===== src/rtl/rf_write_arbiter_pkg.sv =====
// Shared types for the register-file write arbiter.
// Register address width, word geometry and grant sources.
package rf_write_arbiter_pkg;

   localparam int REG_AW         = 3;
   localparam int RF_DEPTH       = 1 << REG_AW;
   localparam int BYTES_PER_WORD = 4;

   typedef enum logic {
      IDLE,
      WRITE
   } state_e;

   typedef enum logic [1:0] {
      GNT_NONE,
      GNT_PIPE,
      GNT_MAT
   } gnt_e;

   // Destination set of a word: four consecutive registers, wrapping.
   function automatic logic [RF_DEPTH-1:0] word_mask(
      input logic [REG_AW-1:0] base
   );
      logic [RF_DEPTH-1:0] m;
      m = '0;
      for (int k = 0; k < BYTES_PER_WORD; k++) begin
         m[base + REG_AW'(k)] = 1'b1;
      end
      return m;
   endfunction

endpackage


===== src/rtl/rf_write_arbiter_starve.sv =====
// Starvation guard for pending matrix bytes.
// Counts lost arbitrations and raises a registered pipeline stall.
module rf_starve_counter #(
   parameter int STARVE_LIMIT = 4
) (
   input  logic clk,
   input  logic reset_n,
   input  logic pending,
   input  logic lost,
   input  logic won,
   output logic stall
);

   localparam logic [3:0] LIMIT = 4'(STARVE_LIMIT);

   logic [3:0] cnt;
   logic [3:0] cnt_nxt;

   // Saturating loss count, cleared by a matrix win or when idle.
   always_comb begin
      cnt_nxt = cnt;
      if (!pending || won) begin
         cnt_nxt = '0;
      end else if (lost && cnt != LIMIT) begin
         cnt_nxt = cnt + 4'd1;
      end
   end

   // Stall is held from the edge the limit is hit until the next win.
   always_ff @(posedge clk or negedge reset_n) begin
      if (!reset_n) begin
         cnt   <= '0;
         stall <= 1'b0;
      end else begin
         cnt   <= cnt_nxt;
         stall <= (cnt_nxt == LIMIT);
      end
   end

endmodule


===== src/rtl/rf_write_arbiter.sv =====
// Register-file write port owner: pipeline writeback vs matrix bytes.
// A 32-bit matrix word is written as four bytes to consecutive registers.
module rf_write_arbiter
   import rf_write_arbiter_pkg::*;
#(
   parameter int STARVE_LIMIT = 4,
   parameter int NUM_REGS     = 8
) (
   input  logic                clk,
   input  logic                reset_n,
   input  logic                mat_valid,
   output logic                mat_ready,
   input  logic [31:0]         mat_data,
   input  logic [REG_AW-1:0]   mat_base,
   input  logic                pipe_we,
   input  logic [REG_AW-1:0]   pipe_waddr,
   input  logic [7:0]          pipe_wdata,
   output logic                pipe_stall,
   output logic                rf_we,
   output logic [REG_AW-1:0]   rf_waddr,
   output logic [7:0]          rf_wdata,
   output logic                busy,
   output logic [NUM_REGS-1:0] pending_mask,
   output logic                mat_done
);

   state_e            state;
   gnt_e              gnt;
   logic [31:0]       word;
   logic [REG_AW-1:0] base;
   logic [1:0]        idx;
   logic [REG_AW-1:0] mat_addr;
   logic [7:0]        mat_byte;
   logic              take;
   logic              last;
   logic              in_write;

   assign in_write  = (state == WRITE);
   assign mat_ready = (state == IDLE);
   assign take      = mat_valid && mat_ready;
   assign mat_addr  = base + REG_AW'(idx);
   assign mat_byte  = word[{idx, 3'b000} +: 8];
   assign last      = (idx == 2'(BYTES_PER_WORD - 1));

   // Pipeline wins unless stalled; otherwise the matrix byte goes.
   always_comb begin
      gnt = GNT_NONE;
      if (in_write) begin
         gnt = (pipe_we && !pipe_stall) ? GNT_PIPE : GNT_MAT;
      end else if (pipe_we) begin
         gnt = GNT_PIPE;
      end
   end

   rf_starve_counter #(
      .STARVE_LIMIT (STARVE_LIMIT)
   ) u_starve (
      .clk     (clk),
      .reset_n (reset_n),
      .pending (in_write),
      .lost    (in_write && gnt == GNT_PIPE),
      .won     (gnt == GNT_MAT),
      .stall   (pipe_stall)
   );

   // Word capture, byte sequencing, pending set and completion pulse.
   always_ff @(posedge clk or negedge reset_n) begin
      if (!reset_n) begin
         state        <= IDLE;
         word         <= '0;
         base         <= '0;
         idx          <= '0;
         busy         <= 1'b0;
         pending_mask <= '0;
         mat_done     <= 1'b0;
      end else begin
         mat_done <= 1'b0;
         case (state)
            IDLE: begin
               if (take) begin
                  word         <= mat_data;
                  base         <= mat_base;
                  idx          <= '0;
                  busy         <= 1'b1;
                  pending_mask <= NUM_REGS'(word_mask(mat_base));
                  state        <= WRITE;
               end
            end
            WRITE: begin
               if (gnt == GNT_MAT) begin
                  pending_mask[mat_addr] <= 1'b0;
                  idx <= idx + 2'd1;
                  if (last) begin
                     state    <= IDLE;
                     busy     <= 1'b0;
                     mat_done <= 1'b1;
                  end
               end
            end
         endcase
      end
   end

   // Registered write port; address and data hold when idle.
   always_ff @(posedge clk or negedge reset_n) begin
      if (!reset_n) begin
         rf_we    <= 1'b0;
         rf_waddr <= '0;
         rf_wdata <= '0;
      end else begin
         rf_we <= 1'b0;
         unique case (gnt)
            GNT_PIPE: begin
               rf_we    <= 1'b1;
               rf_waddr <= pipe_waddr;
               rf_wdata <= pipe_wdata;
            end
            GNT_MAT: begin
               rf_we    <= 1'b1;
               rf_waddr <= mat_addr;
               rf_wdata <= mat_byte;
            end
            default: rf_we <= 1'b0;
         endcase
      end
   end

endmodule


===== config.mk =====
export PLATFORM = sky130hd
export DESIGN_NAME = rf_write_arbiter
export DESIGN_NICKNAME = d
export VERILOG_FILES = /design/src/rtl/rf_write_arbiter_pkg.sv /design/src/rtl/rf_write_arbiter_starve.sv /design/src/rtl/rf_write_arbiter.sv
export SDC_FILE = /design/constraint.sdc
export NUM_CORES = 1
export LEC_CHECK = 0
export BUFFER_PORTS_ARGS = -buffer_cell sky130_fd_sc_hd__buf_2
export CAP_MARGIN = 20
export CORE_MARGIN = 3
export CORE_UTILIZATION = 41
export CTS_BUF_LIST = sky130_fd_sc_hd__clkbuf_4 sky130_fd_sc_hd__clkbuf_8
export DETAILED_ROUTE_END_ITERATION = 8
export GPL_ROUTABILITY_DRIVEN = 0
export PLACE_DENSITY = 0.7
export SLEW_MARGIN = 20
export SYNTH_ARGS = -nofsm -noshare
export SYNTH_HDL_FRONTEND = slang
export SYNTH_SLANG_ARGS = --single-unit
export TNS_END_PERCENT = 50

===== constraint.sdc =====
create_clock -name clk -period 2.1 [get_ports clk]
set_input_delay 0.105 -clock clk [delete_from_list [all_inputs] [get_ports clk]]
set_output_delay 0.105 -clock clk [all_outputs]
set_load 0.05 [all_outputs]

# ---- Yosys cells after proc, flatten, opt, wreduce, memory -nomap -nowiden
# Index checks and enable logic that the tools add are counted.
dict set report totals {
  register_bits 65
  latchBits 0
  ram_bits 0
  romBits 0
  inputBits 50
  output_inout_bits 24
  memories 0
}
dict set report op_classes {
  addsub 6
  n_mul 0
  div_mod_pow 0
  magnitude_cmp 10
  n_eq_ne 8
  shifts 1
  muxes 35
  bitwise 6
  n_reduce_logical 17
}
# operator count
set op_table {}
lappend op_table {{8-bit one-hot mux with 2 select lines} 2}
lappend op_table {{32-bit by 6-bit indexed part select with 8-bit output} 1}
lappend op_table {{8-bit OR} 3}
lappend op_table {{3-bit by 4-bit less-than comparator with 1-bit output (second input constant)} 5}
lappend op_table {{1-bit two-way mux} 16}
lappend op_table {{8-bit two-way mux} 2}
lappend op_table {{1-bit demux with 3-bit select} 5}
lappend op_table {{3-bit by 1-bit >= comparator with 1-bit output (second input constant)} 5}
lappend op_table {{1-bit logical AND} 9}
lappend op_table {{8-bit bitwise AND} 1}
lappend op_table {{2-bit two-way mux} 4}
lappend op_table {{4-bit two-way mux} 2}
lappend op_table {{8-bit NOT} 1}
lappend op_table {{3-bit by 2-bit adder with 3-bit output (second input constant)} 2}
lappend op_table {{2-bit by 1-bit inequality test with 1-bit output (second input constant)} 3}
lappend op_table {{3-bit one-hot mux with 2 select lines} 1}
lappend op_table {{4-bit by 1-bit adder with 4-bit output (second input constant)} 1}
lappend op_table {{2-bit == test (second input constant)} 2}
lappend op_table {{4-bit by 3-bit == test with 1-bit output (second input constant)} 1}
lappend op_table {{4-bit by 3-bit inequality test with 1-bit output (second input constant)} 1}
lappend op_table {{1-bit one-hot mux with 2 select lines} 2}
lappend op_table {{2-bit one-hot mux with 2 select lines} 1}
lappend op_table {{2-bit AND reduction} 2}
lappend op_table {{3-bit by 1-bit adder with 3-bit output (second input constant)} 1}
lappend op_table {{9 further kinds} 10}

# ---- Logic depth before layout (Yosys ltp)
dict set report depth {
  ltp_word 10
  depth_mapped 7
  ltp_nobuf 7
}

# ---- Cells and area by module
# From an unflattened synthesis, not the netlist that was laid out.
dict set report unflattened {
  hier_cells 316
  hier_area_um2 3051.7
}
# module n_inst cells_per_inst area_per_inst_um2 seq_area_each_um2
set modules_own_cells {}
lappend modules_own_cells {rf_write_arbiter 1 286 2760.1 1501.4}
lappend modules_own_cells {rf_starve_counter 1 30 291.5 125.1}

# ---- Worst setup path after synthesis
# No wires, ideal clock.
dict set report synth_path {
  path_type {reg-to-reg}
  from {reg idx[1]}
  to {reg pending_mask[6]}
  setup_time_ps 130
  arrival_time_ps 2033
  required_time_ps 1970
  setup_slack_ps -64
  path_stages_with_launch 8
  n_path_buf 1
  cell_sequence {dfrtp_1 clkbuf_1 inv_1 fa_1 xnor2_1 o211ai_1 o311ai_1 nand3b_1}
}
dict set report synth_via {
  elab_chain_len 9
  elab_cells_between_ends 10
  classes_between {add/sub: 1; order compare: 2; mux: 4; bitwise: 2; reduce/logical: 1}
}
# item line
set synth_rtl {}
lappend synth_rtl {{start: declaration} rf_write_arbiter.sv:31} ;# logic [1:0] idx;
lappend synth_rtl {{start signal: assignment} rf_write_arbiter.sv:92} ;# idx <= idx + 2'd1;
lappend synth_rtl {{3-bit by 2-bit adder with 3-bit output *} rf_write_arbiter.sv:41} ;# assign mat_addr = base + REG_AW'(idx);
lappend synth_rtl {{3-bit by 4-bit less-than comparator with 1-bit output (implied by the code) / 3-bit by 1-bit >= comparator with 1-bit output (equally long branches)} rf_write_arbiter.sv:91} ;# pending_mask[mat_addr] <= 1'b0;
lappend synth_rtl {{1-bit logical AND (implied by the code)} rf_write_arbiter.sv:91}
lappend synth_rtl {{1-bit two-way mux (implied by the code)} rf_write_arbiter.sv:91}
lappend synth_rtl {{1-bit demux with 3-bit select *} rf_write_arbiter.sv:91}
lappend synth_rtl {{8-bit NOT (no line) *} n/a}
lappend synth_rtl {{8-bit bitwise AND (no line) *} n/a}
lappend synth_rtl {{8-bit two-way mux *} rf_write_arbiter.sv:90} ;# if (gnt == GNT_MAT) begin
lappend synth_rtl {{8-bit one-hot mux with 2 select lines *} rf_write_arbiter.sv:78} ;# case (state)
lappend synth_rtl {{end signal: assignment} rf_write_arbiter.sv:85} ;# pending_mask <= NUM_REGS'(word_mask(mat_base));
lappend synth_rtl {{end: declaration} rf_write_arbiter.sv:23} ;# output logic [NUM_REGS-1:0] pending_mask,
# Mark *: on every way between the ends. The rest lies on a longest branch, timed or not. The select of a mux whose other input is x is not followed.
# A chain may end at the register's enable or synchronous reset.

# ---- Final worst setup path
dict set report layout_path {
  from {reg base[0]}
  to {reg pending_mask[6]}
}
dict set report layout_via {
  elab_chain_len 9
  elab_cells_between_ends 10
  classes_between {add/sub: 1; order compare: 2; mux: 4; bitwise: 2; reduce/logical: 1}
}
# item line
set layout_rtl {}
lappend layout_rtl {{start: declaration} rf_write_arbiter.sv:30} ;# logic [REG_AW-1:0] base;
lappend layout_rtl {{start signal: assignment} rf_write_arbiter.sv:82} ;# base <= mat_base;
lappend layout_rtl {{3-bit by 2-bit adder with 3-bit output *} rf_write_arbiter.sv:41}
lappend layout_rtl {{3-bit by 4-bit less-than comparator with 1-bit output (implied by the code) / 3-bit by 1-bit >= comparator with 1-bit output (equally long branches)} rf_write_arbiter.sv:91}
lappend layout_rtl {{1-bit logical AND (implied by the code)} rf_write_arbiter.sv:91}
lappend layout_rtl {{1-bit two-way mux (implied by the code)} rf_write_arbiter.sv:91}
lappend layout_rtl {{1-bit demux with 3-bit select *} rf_write_arbiter.sv:91}
lappend layout_rtl {{8-bit NOT (no line) *} n/a}
lappend layout_rtl {{8-bit bitwise AND (no line) *} n/a}
lappend layout_rtl {{8-bit two-way mux *} rf_write_arbiter.sv:90}
lappend layout_rtl {{8-bit one-hot mux with 2 select lines *} rf_write_arbiter.sv:78}
# Marks and branches as above.

==> metrics <==
GRT Resource Usage Total 0.183; count of pins over their slew limit 0; chip height 94.3 um; initial drt markers 138; routed len/inst 14.2 um; crit path launch type flip-flop; VDD IR max 600 uV; clock tree root driver cell clkbuf_8; GR Overflow Total 0; DIE WIDTH 94.3 um; Hold Vio Cnt, Final 0; Crit Path Class flip-flop to flip-flop; initial antenna violation count 0; largest net degree at the start of global routing 66; NumNets Final 509; WP data required 2310 ps; Longest Clk Path Bufs 2; most common flop cell mapped by yosys dfrtp_1; hold slack 61.6 ps; sequential area share after synthesis 0.509; Die ar. 8890 um2; #FFs+latches synth 65; Synth Cell Area 3200 um2; Initial Util 0.432; skew final 10.5 ps; Residual DRC 0; post-synth cell types 43; first-pass GRT wire length 12400 um; Synth-to-Final Area Change 35.3%; worst min path class input port to flip-flop; CP max FO 6; synthesized net count 389; Max-Cap Viols 0; worst slew pin tran 561 ps; CTS clk-pin slew, worst paths 70 ps; Mapped Cells 324; Max Fclk 526 MHz; pwr dens 1420 nW/um2; RSZ-0062 raised after global routing no; postcts setup bufs 0; post-DR vias/cell 5.04; CP arrival 2110 ps; ys async rst share 1.00; cts hold-fix bufs 42; number of iterations in the first detailed-routing pass 5; sum of negative setup slack 0 ps; Leakage 0.00218 uW; DR vias 2759; period utilisation layout 0.905; Worst-Skew Late Latency 340 ps; antenna-violating nets left 0; Total Routed Length 7780 um; synth warn 0; buffers added on ports 73; status finished clean; vias in the first global route 2635; EDFF count, synth 0; H-tree depth 3; worst relative slew slack 0.625; layout cells sized above 1 0.243; post-cts sizing count 0; post-synthesis area per instance 9.87 um2; CTS tree done; I/O pin count 74; number of diodes 0; clk sinks 65; crit path capture type flip-flop; FP Rows 31; fin crit period 1900 ps; final setup fails 0; hpwl dp 5050 um; CORE AREA 7410 um2; Num CTS Buffers 9
-- cells in the mapped netlist, types with 2 or more instances --
master / count / share of area
buf_2: 8 / 0.013
xor2_1: 2 / 0.0055
o21ai_1: 2 / 0.0031
nand2b_1: 4 / 0.0078
o211ai_1: 4 / 0.0094
xnor2_1: 2 / 0.0055
buf_1: 3 / 0.0035
mux4_2: 8 / 0.056
or4_1: 2 / 0.0047
nand3b_1: 4 / 0.0094
dfrtp_1: 65 / 0.51
o31ai_1: 2 / 0.0047
a221o_1: 8 / 0.025
clkbuf_1: 4 / 0.0047
inv_1: 14 / 0.016
nor2b_1: 2 / 0.0039
nor3_1: 7 / 0.011
a21oi_1: 5 / 0.0078
nor2_1: 13 / 0.015
nand3_1: 4 / 0.0063
and2_0: 8 / 0.016
ha_1: 14 / 0.055
o21ai_0: 12 / 0.019
nand2_1: 103 / 0.12
mux2i_1: 6 / 0.019
-- power by group --
group	switching, uW	internal [uW]
clock network	457	616
registers	328	1810
logic	1830	1100
total	2610	3520
-- cells by family (layout without fill, tap and decap cells) --
family	Yosys count	in the layout	synth area share
muxes	15	15	0.0787
AOI/OAI and AO/OA	41	41	0.0892
buffers and inverters	30	154	0.0407
DFF	65	65	0.509
and+or+nand+nor	154	154	0.211
xor gates and xnor gates	4	4	0.0110
adders and majority gates	15	15	0.0611
-- state kept, by name, summed over array words and instances (netlist names) --
name and cells:
base 3, busy 1, idx 2, in_write 1
mat_done 1, pending_mask 8, rf_waddr 3, rf_wdata 8
rf_we 1, u_starve.cnt 4, u_starve.stall 1, word 32
-- through the flow --
step                      setup slack (ps)  power, uW  area (um2)  utilization  std cells
after CTS                              193       6140        4330        0.584        547
final                                  199       6130        4330        0.584        547
after global routing                  84.2       6540        4330        0.584        547
after detailed placement               182       5000        3710        0.500        490
after floorplan                       29.3       4260        3200            -        324
after global placement                 263       4910        3710        0.500        490
-- worst paths after layout --
kind,from,endpoint,slack (ps),depth (start not counted)
min in group asynchronous,reset_n,rf_wdata[5],310,3
max,base[0],pending_mask[6],200,7
max in group asynchronous,reset_n,base[2],1520,3
max reg2reg,base[0],pending_mask[6],200,7
min reg2reg,word[15],word[15],470,2
min,pipe_waddr[2],rf_waddr[2],60,3
-- area by class of cell --
type	count	area, um2
repair buffers	125	873
clock inverters	3	40.0
inverters	14	52.6
well taps	99	124
flip-flops and latches	65	1630
fillers	612	3080
multi-input cells	229	1450
clock buffers	12	159
-- layout by cell type, fill, tap and decap left out, types with 2 or more instances in the layout --
cell type / Yosys / routed
clkinv_2: 0 / 2
nor2_1: 13 / 13
dfrtp_1: 65 / 65
ha_1: 14 / 14
a21oi_1: 5 / 5
and2_0: 8 / 8
o21ai_1: 2 / 2
nand2b_1: 4 / 4
o31ai_1: 2 / 2
nand2_1: 103 / 103
a221o_1: 8 / 8
clkbuf_8: 0 / 11
inv_1: 14 / 14
dlygate4sd3_1: 0 / 42
buf_2: 8 / 73
or4_1: 2 / 2
xor2_1: 2 / 2
buf_4: 0 / 9
o21ai_0: 12 / 12
nand3_1: 4 / 4
mux4_2: 8 / 8
nand3b_1: 4 / 4
nor3_1: 7 / 7
mux2i_1: 6 / 6
o211ai_1: 4 / 4
-- worst max-delay path, cell delays in order, from the launching register on --
cell      delay (ps)
dfrtp_1          350
ha_1             140
inv_1             40
fa_1             400
xnor2_2          300
o211ai_1         160
o311ai_1         270
nand3b_1         110
-- metal layers --
metal  track usage  wire [um]  share of wire  vias to the layer above
li1              -          -              -                     1335
met3        0.0361        346          0.044                       21
met1         0.234       3460           0.45                     1310
met4        0.0951        247          0.032                        0
met5             0          0              0                        -
met2         0.296       3720           0.48                       93
Power figures use the tool's default switching activity.
